[src/rtl/mem_access_unit.sv]
// mem_access_unit: load/store sequencer between the datapath and a
// word-addressed data memory. Handles byte/halfword/word accesses at byte
// addresses, sign/zero extension on loads, read-modify-write for sub-word
// stores, and rejects misaligned, out-of-range or illegal-size requests
// without touching memory. All outputs are registered.
module mem_access_unit #(
  parameter int MEM_WORDS = 100
) (
  input  logic        clk,
  input  logic        rst,
  input  logic        req,
  input  logic        we,
  input  logic [1:0]  size,
  input  logic        sign_ext,
  input  logic [31:0] addr,
  input  logic [31:0] wdata,
  output logic [31:0] rdata,
  output logic        done,
  output logic        err,
  output logic        busy,
  output logic [31:0] MemAddr,
  output logic [31:0] MemData,
  output logic        MemRead,
  output logic        MemWrite,
  input  logic [31:0] ReadMemData
);

  localparam logic [1:0] ST_IDLE = 2'd0;
  localparam logic [1:0] ST_RD   = 2'd1;
  localparam logic [1:0] ST_WR   = 2'd2;
  localparam logic [1:0] ST_RESP = 2'd3;

  localparam logic [1:0] SZ_BYTE = 2'b00;
  localparam logic [1:0] SZ_HALF = 2'b01;
  localparam logic [1:0] SZ_WORD = 2'b10;

  localparam logic [31:0] MEM_WORDS_L = 32'(MEM_WORDS);

  // Replace the addressed lane of base_word with right-justified store data.
  function automatic logic [31:0] merge_word(input logic [31:0] base_word,
                                             input logic [31:0] store_data,
                                             input logic [1:0]  sz,
                                             input logic [1:0]  lane);
    logic [31:0] m;
    m = base_word;
    case (sz)
      SZ_BYTE: m[{lane, 3'b000} +: 8]      = store_data[7:0];
      SZ_HALF: m[{lane[1], 4'b0000} +: 16] = store_data[15:0];
      SZ_WORD: m = store_data;
      default: m = base_word;
    endcase
    return m;
  endfunction

  // Extract the addressed lane of a memory word and extend it to 32 bits.
  function automatic logic [31:0] load_extend(input logic [31:0] word,
                                              input logic [1:0]  sz,
                                              input logic [1:0]  lane,
                                              input logic        sext);
    logic [7:0]  b;
    logic [15:0] h;
    logic [31:0] r;
    b = word[{lane, 3'b000} +: 8];
    h = word[{lane[1], 4'b0000} +: 16];
    case (sz)
      SZ_BYTE: r = {{24{sext & b[7]}}, b};
      SZ_HALF: r = {{16{sext & h[15]}}, h};
      SZ_WORD: r = word;
      default: r = word;
    endcase
    return r;
  endfunction

  logic [1:0]  state_r;
  logic        we_r;
  logic [1:0]  size_r;
  logic        sext_r;
  logic [31:0] addr_r;
  logic [31:0] wdata_r;
  logic        err_flag_r;
  logic [31:0] rdata_r;
  logic        done_r;
  logic        err_r;
  logic        busy_r;
  logic [31:0] mem_addr_r;
  logic [31:0] mem_data_r;
  logic        mem_read_r;
  logic        mem_write_r;

  logic        req_err_s;
  logic [1:0]  state_nx_s;
  logic        done_nx_s;
  logic        err_nx_s;
  logic        mem_read_nx_s;
  logic        mem_write_nx_s;
  logic [31:0] mem_addr_nx_s;
  logic [31:0] mem_data_nx_s;
  logic        latch_s;
  logic        load_rdata_s;

  // Classify the incoming request as illegal before anything is issued.
  always_comb begin
    req_err_s = (size == 2'b11)
              | ((size == SZ_HALF) & addr[0])
              | ((size == SZ_WORD) & (addr[1:0] != 2'b00))
              | ({2'b00, addr[31:2]} >= MEM_WORDS_L);
  end

  // Next-state and next-output decode; outputs are registered so memory
  // strobes are presented for exactly the cycle spent in RD or WR.
  always_comb begin
    state_nx_s     = state_r;
    done_nx_s      = 1'b0;
    err_nx_s       = 1'b0;
    mem_read_nx_s  = 1'b0;
    mem_write_nx_s = 1'b0;
    mem_addr_nx_s  = 32'd0;
    mem_data_nx_s  = 32'd0;
    latch_s        = 1'b0;
    load_rdata_s   = 1'b0;
    case (state_r)
      ST_IDLE: begin
        if (req) begin
          latch_s = 1'b1;
          if (req_err_s) begin
            state_nx_s = ST_RESP;
            done_nx_s  = 1'b1;
            err_nx_s   = 1'b1;
          end else if (!we || (size != SZ_WORD)) begin
            // Loads and sub-word stores both need the current word first.
            state_nx_s    = ST_RD;
            mem_read_nx_s = 1'b1;
            mem_addr_nx_s = {2'b00, addr[31:2]};
          end else begin
            state_nx_s     = ST_WR;
            mem_write_nx_s = 1'b1;
            mem_addr_nx_s  = {2'b00, addr[31:2]};
            mem_data_nx_s  = wdata;
          end
        end else begin
          state_nx_s = ST_IDLE;
        end
      end
      ST_RD: begin
        if (we_r) begin
          // The word read this cycle is the base of the merged store word.
          state_nx_s     = ST_WR;
          mem_write_nx_s = 1'b1;
          mem_addr_nx_s  = {2'b00, addr_r[31:2]};
          mem_data_nx_s  = merge_word(ReadMemData, wdata_r, size_r, addr_r[1:0]);
        end else begin
          state_nx_s   = ST_RESP;
          done_nx_s    = 1'b1;
          load_rdata_s = 1'b1;
        end
      end
      ST_WR: begin
        state_nx_s = ST_RESP;
        done_nx_s  = 1'b1;
        err_nx_s   = err_flag_r;
      end
      ST_RESP: begin
        state_nx_s = ST_IDLE;
      end
      default: begin
        state_nx_s = ST_IDLE;
      end
    endcase
  end

  // State, request latches and registered outputs.
  always_ff @(posedge clk) begin
    if (rst) begin
      state_r     <= ST_IDLE;
      we_r        <= 1'b0;
      size_r      <= 2'b00;
      sext_r      <= 1'b0;
      addr_r      <= 32'd0;
      wdata_r     <= 32'd0;
      err_flag_r  <= 1'b0;
      rdata_r     <= 32'd0;
      done_r      <= 1'b0;
      err_r       <= 1'b0;
      busy_r      <= 1'b0;
      mem_addr_r  <= 32'd0;
      mem_data_r  <= 32'd0;
      mem_read_r  <= 1'b0;
      mem_write_r <= 1'b0;
    end else begin
      state_r     <= state_nx_s;
      done_r      <= done_nx_s;
      err_r       <= err_nx_s;
      busy_r      <= (state_nx_s != ST_IDLE);
      mem_addr_r  <= mem_addr_nx_s;
      mem_data_r  <= mem_data_nx_s;
      mem_read_r  <= mem_read_nx_s;
      mem_write_r <= mem_write_nx_s;
      if (latch_s) begin
        we_r       <= we;
        size_r     <= size;
        sext_r     <= sign_ext;
        addr_r     <= addr;
        wdata_r    <= wdata;
        err_flag_r <= req_err_s;
      end
      if (load_rdata_s) begin
        rdata_r <= load_extend(ReadMemData, size_r, addr_r[1:0], sext_r);
      end
    end
  end

  assign rdata    = rdata_r;
  assign done     = done_r;
  assign err      = err_r;
  assign busy     = busy_r;
  assign MemAddr  = mem_addr_r;
  assign MemData  = mem_data_r;
  assign MemRead  = mem_read_r;
  assign MemWrite = mem_write_r;

endmodule
[config.mk]
export PLATFORM = sky130hd
export DESIGN_NAME = mem_access_unit
export DESIGN_NICKNAME = d
export VERILOG_FILES = /design/src/rtl/mem_access_unit.sv
export SDC_FILE = /design/constraint.sdc
export NUM_CORES = 1
export LEC_CHECK = 0
export BUFFER_PORTS_ARGS = -buffer_cell sky130_fd_sc_hd__buf_4
export CORE_ASPECT_RATIO = 1.5
export CORE_MARGIN = 1.5
export CORE_UTILIZATION = 40
export CTS_BUF_LIST = sky130_fd_sc_hd__clkbuf_8
export CTS_CLUSTER_SIZE = 20
export DETAILED_ROUTE_END_ITERATION = 8
export GPL_TIMING_DRIVEN = 1
export SLEW_MARGIN = 20
export SYNTH_ARGS = -nofsm -noshare
export SYNTH_HDL_FRONTEND = slang
export SYNTH_SLANG_ARGS = --single-unit
export TNS_END_PERCENT = 30
[constraint.sdc]
create_clock -name clk -period 4.1 [get_ports clk]
set_clock_uncertainty 0.15 [all_clocks]
set_input_delay 0.615 -clock clk [delete_from_list [all_inputs] [get_ports clk]]
set_output_delay 0.615 -clock clk [all_outputs]
set_load 0.02 [all_outputs]
==> results of run 1 <==
## sequential cells by signal, summed over array words and instances, names as in the netlist
| register | cells |
|---|---|
| addr_r | 32 |
| busy | 1 |
| MemWrite | 1 |
| MemRead | 1 |
| size_r | 2 |
| we_r | 1 |
| MemData | 32 |
| err | 1 |
| err_flag_r | 1 |
| done | 1 |
| rdata | 32 |
| MemAddr | 30 |
| wdata_r | 32 |
| state_r | 2 |
| sext_r | 1 |
## path summary, 6_finish.rpt
path	start	end	slack, ps	depth (start not counted)
worst min register to register	addr_r[13]	addr_r[13]	300	2
worst max-delay path	addr_r[1]	MemData[8]	1320	6
worst max register to register	addr_r[1]	MemData[8]	1320	6
worst min-delay path	addr[29]	addr_r[29]	240	3
## per-stage QoR
stage	utilization	cell area, µm²
after global placement	0.496	9240
after CTS	0.517	9630
after floorplan	-	7640
final	0.517	9630
after global routing	0.517	9630
after detailed placement	0.496	9240
## kinds of logic (layout without fill, tap and decap cells)
logic type                 after synthesis  in the layout
and+or+nand+nor                        312            312
DFF                                    170            170
adders and majority gates                9              9
AOI/OAI and AO/OA                      262            262
buffers and inverters                   95            264
other                                    1              2
muxes                                   34             34
## routing by layer
metal  track usage  vias to the layer above  share of wire
li1              -                     3478              -
met1         0.283                     3406           0.37
met2         0.448                      302           0.51
met3        0.0631                       58          0.072
met4         0.138                        0          0.040
met5             0                        -              0
## area by class of cell
type,instances,share of cell area
multi-input cells,619,0.398
flip-flops and latches,170,0.354
repair buffers,217,0.169
well taps,252,0.0328
clock buffers,17,0.0243
clock inverters,15,0.0159
inverters,15,0.00585
## critical path, stage by stage, from the launching register on
cell and delay [ps]:
dfxtp_1 550, inv_1 370, ha_1 350, nor4b_4 450, and3_1 500, a221oi_1 160
o22ai_1 180
## power groups by stage
stage          logic, mW  clock network (mW)  registers (mW)
2_1_floorplan      0.491                   0            1.90
3_3_place_gp       0.834                   0            1.89
3_5_place_dp       0.837                   0            1.89
4_1_cts            0.840                1.22            1.85
5_1_grt            0.916                1.29            1.86
6_report           0.838                1.19            1.85
## cells in the mapped netlist, types with 2 or more instances
cell type,count
a211oi_1,31
a21oi_1,78
a221oi_1,23
a22o_1,22
a22oi_1,22
a32o_1,8
and2_1,26
and2b_1,5
and3_1,9
and3b_1,7
buf_1,5
buf_2,16
buf_4,5
buf_6,2
clkbuf_1,51
dfxtp_1,170
ha_1,9
inv_1,15
mux2_2,15
mux2i_1,12
mux4_2,7
nand2_1,176
nand2b_1,10
nand3_1,9
nand3b_1,3
nand4_1,2
nor2_1,38
nor2b_1,6
nor3_1,5
nor4_1,5
nor4b_1,2
o21ai_0,17
o22ai_1,31
o2bb2ai_1,8
o31ai_1,3
o41ai_1,8
or2_2,2
or3_1,2
==> run summary, run 1 <==
Slew headroom - 0.281
final hold vios - 0
Internal - 2.65 mW
H-tree depth - 4
CTS buffer count - 17
post-DR vias/cell - 5.55
synthesized cell area - 7640 µm²
Netlist cell types - 56
most frequent cells in the layout - buf_4 (217), nand2_1 (175), dfxtp_1 (168)
first-pass GRT wire length - 38,700 µm
worst skew pair latency - 470 ps
Arrival @ worst endpoint - 3020 ps
clk buf depth - 2
Worst Slack Setup Final - 1320 ps
fin crit share - 0.678
main combinational cell family by area after synthesis - compound AO/OA/AOI/OAI gates
Sw Pwr - 1.23 mW
Reg power frac - 0.477
routed len/inst - 19.7 µm
drt pass-1 iters - 6
GPL Wtd Cong - 0.894
boundary pin count - 204
Post-route DRC - 0
Yosys top cell area share - 0.446
post-synthesis xor/xnor area fraction - 0
Hold WC Path Type - in -> reg
Total Power - 3.88 mW
simple-gate share of the synthesized area - 0.191
Worst EP required - 4340 ps
Hold WS - 240 ps
sw frac - 0.317
most common cell after layout, fill and taps aside - buf_4
Storage cell area - 3410 µm²
Die H - 172 µm
die width - 116 µm
placed cell count - 1,273
CTS tree - built
Clk network pwr share - 0.307
Post-CTS Setup Bufs - 0
antenna diode count - 0
Filler cells - 1,877
Synth Flop Type - dfxtp_1
Synth Area in Adders - 0.0147
root buf cell - clkbuf_8
total grt overflow - 0
Finished Layout Cells - 1,305
initial antenna violation count - 0
Hold-fix buffers, CTS - 0
total number of vias - 7,244
crit end category - flop
Final Slew Violations - 0
sequential area share after synthesis - 0.446
Initial Util - 0.410
Max Clock Freq - 0.360 GHz
vias in the first global route - 7,028
largest area contributor in the netlist - dfxtp_1
Place WS - 1400 ps
port bufs - 201
clk slew on worst S/H paths - 100 ps
share of layout cells above drive strength 1 - 0.266
post_cts resized - 0
async set-reset flop share out of synthesis - 0
Max FO, Critical Path - 17
max-cap violation count - 0
Seq cells post-synth - 170
PwrDens - 403 nW/µm²
clk sinks - 170
Post-DRT Antenna Nets - 0
maximum vdd drop - 0.202 mV
final count of negative-setup-slack endpoints - 0
Synth Area per Inst - 8.65 µm²
Synth Warn # - 0
Final min period - 2780 ps
HPWL Detailed - 18,500 µm
core area - 18,600 µm²
Site Rows - 61
area occupied by multi-input gates - 3830 µm²
Syn Inst Count - 883
status - finished, final reports clean
crit path launch type - flop
post-synthesis mux area share - 0.0585
Slew @ Worst Pin - 1070 ps
unrepaired setup endpoints after global routing - no
synth top area cells - dfxtp_1 (45%), nand2_1 (8.7%), a21oi_1 (5.1%), a211oi_1 (3.0%), a221oi_1 (2.6%)
number of synthesized flops with an enable pin - 0
Synth Area in Compound Gates - 0.236
largest net degree at the start of global routing - 60
worst setup path class - reg -> reg
die area - 19,900 µm²
final WL - 25,700 µm
P&R area growth vs syn - 26.0%
Sum Neg Setup Slack - 0 ps
Net count, final - 1,152
leak pwr - 3.84 nW
Total GRT Usage - 0.257
combinational cell fraction of total power - 0.216
starting DRC count in detailed routing - 549
Note: power is estimated with default switching activity, not from simulation.
==> run 2, diff against run 1 <==
==> constraint.sdc (replaced) <==
create_clock -name clk -period 2.78 [get_ports clk]
set_clock_uncertainty 0.15 [all_clocks]
set_input_delay 0.417 -clock clk [delete_from_list [all_inputs] [get_ports clk]]
set_output_delay 0.417 -clock clk [all_outputs]
set_load 0.02 [all_outputs]
==> run summary, run 2 (synthesis results as in run 1) <==
final WL - 25,600 µm
first-pass GRT wire length - 38,500 µm
boundary pin count - 204
starting DRC count in detailed routing - 562
clk slew on worst S/H paths - 100 ps
GPL Wtd Cong - 0.907
Max Clock Freq - 0.407 GHz
Final Slew Violations - 0
Initial Util - 0.410
Final min period - 2450 ps
most frequent cells in the layout - buf_4 (221), nand2_1 (175), dfxtp_1 (168)
die width - 116 µm
initial antenna violation count - 0
Hold WC Path Type - in -> reg
Net count, final - 1,159
Arrival @ worst endpoint - 2690 ps
CTS tree - built
die area - 19,900 µm²
Max FO, Critical Path - 15
total number of vias - 7,277
post_cts resized - 0
Total Power - 5.77 mW
leak pwr - 3.90 nW
most common cell after layout, fill and taps aside - buf_4
largest net degree at the start of global routing - 88
Post-CTS Setup Bufs - 0
PwrDens - 593 nW/µm²
vias in the first global route - 6,940
worst skew pair latency - 460 ps
Final Util - 0.522
maximum vdd drop - 0.307 mV
max-cap violation count - 0
P&R area growth vs syn - 27.3%
total grt overflow - 0
routed len/inst - 19.5 µm
status - finished, final reports clean
Worst EP required - 3010 ps
unrepaired setup endpoints after global routing - no
worst setup path class - reg -> reg
Sum Neg Setup Slack - 0 ps
clk buf depth - 2
crit end category - flop
Total GRT Usage - 0.255
HPWL Detailed - 18,700 µm
root buf cell - clkbuf_8
antenna diode count - 0
fin crit share - 0.883
port bufs - 201
Post-route DRC - 0
Site Rows - 61
post-DR vias/cell - 5.55
H-tree depth - 4
Place WS - 332 ps
Worst Slack Setup Final - 325 ps
CTS buffer count - 17
Die H - 172 µm
final count of negative-setup-slack endpoints - 0
share of layout cells above drive strength 1 - 0.272
final hold vios - 0
clk sinks - 170
Post-DRT Antenna Nets - 0
core area - 18,600 µm²
Hold-fix buffers, CTS - 0
crit path launch type - flop
Slew headroom - 0.471
Slew @ Worst Pin - 794 ps
drt pass-1 iters - 5
-- run 2: changes by cell type in the layout (fill, tap and decap cells not counted) --
| cell | previous run | this run |
|---|---|---|
| buf_4 | 217 | 221 |
| inv_6 | 1 | 5 |
| buf_12 | 0 | 3 |
| clkinvlp_4 | 5 | 2 |
| clkinv_2 | 2 | 0 |
| inv_1 | 17 | 15 |
| inv_8 | 1 | 3 |
| bufinv_16 | 2 | 1 |
| clkinv_8 | 0 | 1 |
-- run 2: area by class of cell --
type / instances / area [µm²]
fill: 1877 / 8900
clock inverter: 14 / 156
inverter: 15 / 56.3
clock buffer: 17 / 234
multi-input combinational: 619 / 3830
sequential: 170 / 3410
timing repair buffer: 224 / 1720
tap: 252 / 315
-- run 2: per-stage QoR --
stage,std cells,hold WS [ps],cell area (µm²)
finish,1311,47.9,9720
global route,1311,22.2,9720
CTS,1311,18.1,9720
detailed placement,1280,289,9330
global placement,1280,281,9330
floorplan,884,275,7640
-- run 2: critical path, cell delays in order, from the launching register on --
cell	delay, ps
dfxtp_1	370
inv_1	80
buf_4	190
ha_1	350
nand3b_1	280
o41ai_1	640
a221oi_1	170
o22ai_1	150
-- run 2: worst paths after layout --
path,start,end,slack [ps],cells after the start
worst max register to register,addr_r[1],MemData[23],330,7
worst max-delay path,addr_r[1],MemData[23],330,7
worst min-delay path,addr[26],addr_r[26],50,3
worst min register to register,addr_r[17],addr_r[17],300,2
-- run 2: power breakdown --
group / internal, mW / switching, mW / leakage, nW
clock network: 0.745 / 1.02 / 0.193
registers: 2.59 / 0.120 / 1.39
logic: 0.541 / 0.750 / 2.32
-- run 2: layer usage --
layer | vias to the layer above | track usage | routed length (µm)
li1 | 3500 | - | -
met1 | 3425 | 0.282 | 9610
met2 | 288 | 0.447 | 13000
met3 | 64 | 0.0669 | 1840
met4 | 0 | 0.127 | 1120
met5 | - | 0 | 0
==> run 3, diff against run 2 <==
--- a/config.mk
+++ b/config.mk
@@ -13,7 +13,7 @@
 export CTS_CLUSTER_SIZE = 20
 export DETAILED_ROUTE_END_ITERATION = 8
 export GPL_TIMING_DRIVEN = 1
-export SLEW_MARGIN = 20
+export PLACE_DENSITY = 0.61
 export SYNTH_ARGS = -nofsm -noshare
 export SYNTH_HDL_FRONTEND = slang
 export SYNTH_SLANG_ARGS = --single-unit
==> run summary, run 3 (synthesis results as in run 1) <==
Hold-fix buffers, CTS - 0
Final Slew Violations - 0
Slew @ Worst Pin - 773 ps
HPWL Detailed - 18,400 µm
status - finished, final reports clean
most frequent cells in the layout - buf_4 (224), nand2_1 (175), dfxtp_1 (168)
worst setup path class - reg -> reg
Sum Neg Setup Slack - 0 ps
Hold WC Path Type - in -> reg
post-DR vias/cell - 5.62
crit end category - flop
Slew headroom - 0.485
most common cell after layout, fill and taps aside - buf_4
placed cell count - 1,281
GPL Wtd Cong - 0.871
CP cell instances - inv_1, ha_1, nor4b_1, a221o_1, a22oi_1, o22ai_1
worst skew pair latency - 470 ps
Arrival @ worst endpoint - 2650 ps
maximum vdd drop - 0.299 mV
die area - 19,900 µm²
Post-CTS Setup Bufs - 0
boundary pin count - 204
root buf cell - clkbuf_8
vias in the first global route - 6,894
Initial Util - 0.410
starting DRC count in detailed routing - 498
port bufs - 201
Slowest cell on crit path - inv_1
CP Buf/Inv Count - 1
final WL - 25,300 µm
leak pwr - 3.89 nW
share of layout cells above drive strength 1 - 0.273
total number of vias - 7,375
Final min period - 2410 ps
clk sinks - 170
slowest stage delay, CP - 430 ps
fin crit share - 0.866
core area - 18,600 µm²
Finished Layout Cells - 1,313
Post-route DRC - 0
Max FO, Critical Path - 17
max-cap violation count - 0
CTS buffer count - 17
die width - 116 µm
clk buf depth - 2
drt pass-1 iters - 5
Max Clock Freq - 0.416 GHz
Total Power - 5.74 mW
post_cts resized - 0
first-pass GRT wire length - 38,400 µm
CTS tree - built
Filler cells - 1,890
routed len/inst - 19.3 µm
H-tree depth - 4
Worst EP required - 3020 ps
largest net degree at the start of global routing - 63
Net count, final - 1,160
clk slew on worst S/H paths - 100 ps
final hold vios - 0
P&R area growth vs syn - 27.0%
total grt overflow - 0
Total GRT Usage - 0.254
antenna diode count - 0
unrepaired setup endpoints after global routing - no
Die H - 172 µm
Site Rows - 61
initial antenna violation count - 0
PwrDens - 592 nW/µm²
Post-DRT Antenna Nets - 0
final count of negative-setup-slack endpoints - 0
delay-heaviest family, CP - compound AO/OA/AOI/OAI gates
crit path launch type - flop
-- run 3: cell types whose count changed in the layout (fill, tap and decap cells not counted) --
cell,change
clkinv_4,-1
clkbuf_8,+1
buf_4,+3
clkinv_2,+2
inv_8,-1
buf_12,-2
clkinvlp_4,+1
clkinv_8,-1
-- run 3: per-layer routing --
layer  routed length, µm  GRT usage  part of all wire  up-vias
met5                   0          0                 0        -
met4                 734     0.0981             0.029        0
met3                1700     0.0561             0.067       40
met2               13200      0.453              0.52      268
met1                9690      0.293              0.38     3568
li1                    -          -                 -     3499
-- run 3: area by class of cell --
cell class | count | area [µm²] | area share
Clock buffer | 18 | 248 | 0.0255
Multi-Input combinational cell | 619 | 3830 | 0.395
Timing Repair Buffer | 225 | 1700 | 0.175
Clock inverter | 14 | 138 | 0.0142
Inverter | 15 | 56.3 | 0.00581
Tap cell | 252 | 315 | 0.0325
Sequential cell | 170 | 3410 | 0.351
-- run 3: stage by stage --
stage	hold slack (ps)	worst slack [ps]	util	area, µm²
floorplan	275	379	-	7640
global placement	283	341	0.500	9310
detailed placement	291	290	0.500	9310
CTS	23.0	441	0.521	9700
global route	24.1	214	0.521	9700
finish	40.6	374	0.521	9700
-- run 3: final timing paths --
path                                  from         end  slack (ps)  depth (start not counted)
worst max-delay path             addr_r[1]  MemData[7]         370                          6
worst max register to register   addr_r[1]  MemData[7]         370                          6
worst min-delay path              addr[26]  addr_r[26]          40                          3
worst min register to register  addr_r[13]  addr_r[13]         300                          2
-- run 3: worst reg2reg max path, cell delays in order (launching register included) --
cell	delay [ps]
dfxtp_1	320
inv_1	430
ha_1	390
nor4b_1	290
a221o_1	360
a22oi_1	200
o22ai_1	200
-- run 3: report_power, final --
part | switching, mW | internal, mW
combinational | 0.734 | 0.535
clock | 1.00 | 0.755
sequential | 0.125 | 2.59
total | 1.86 | 3.88
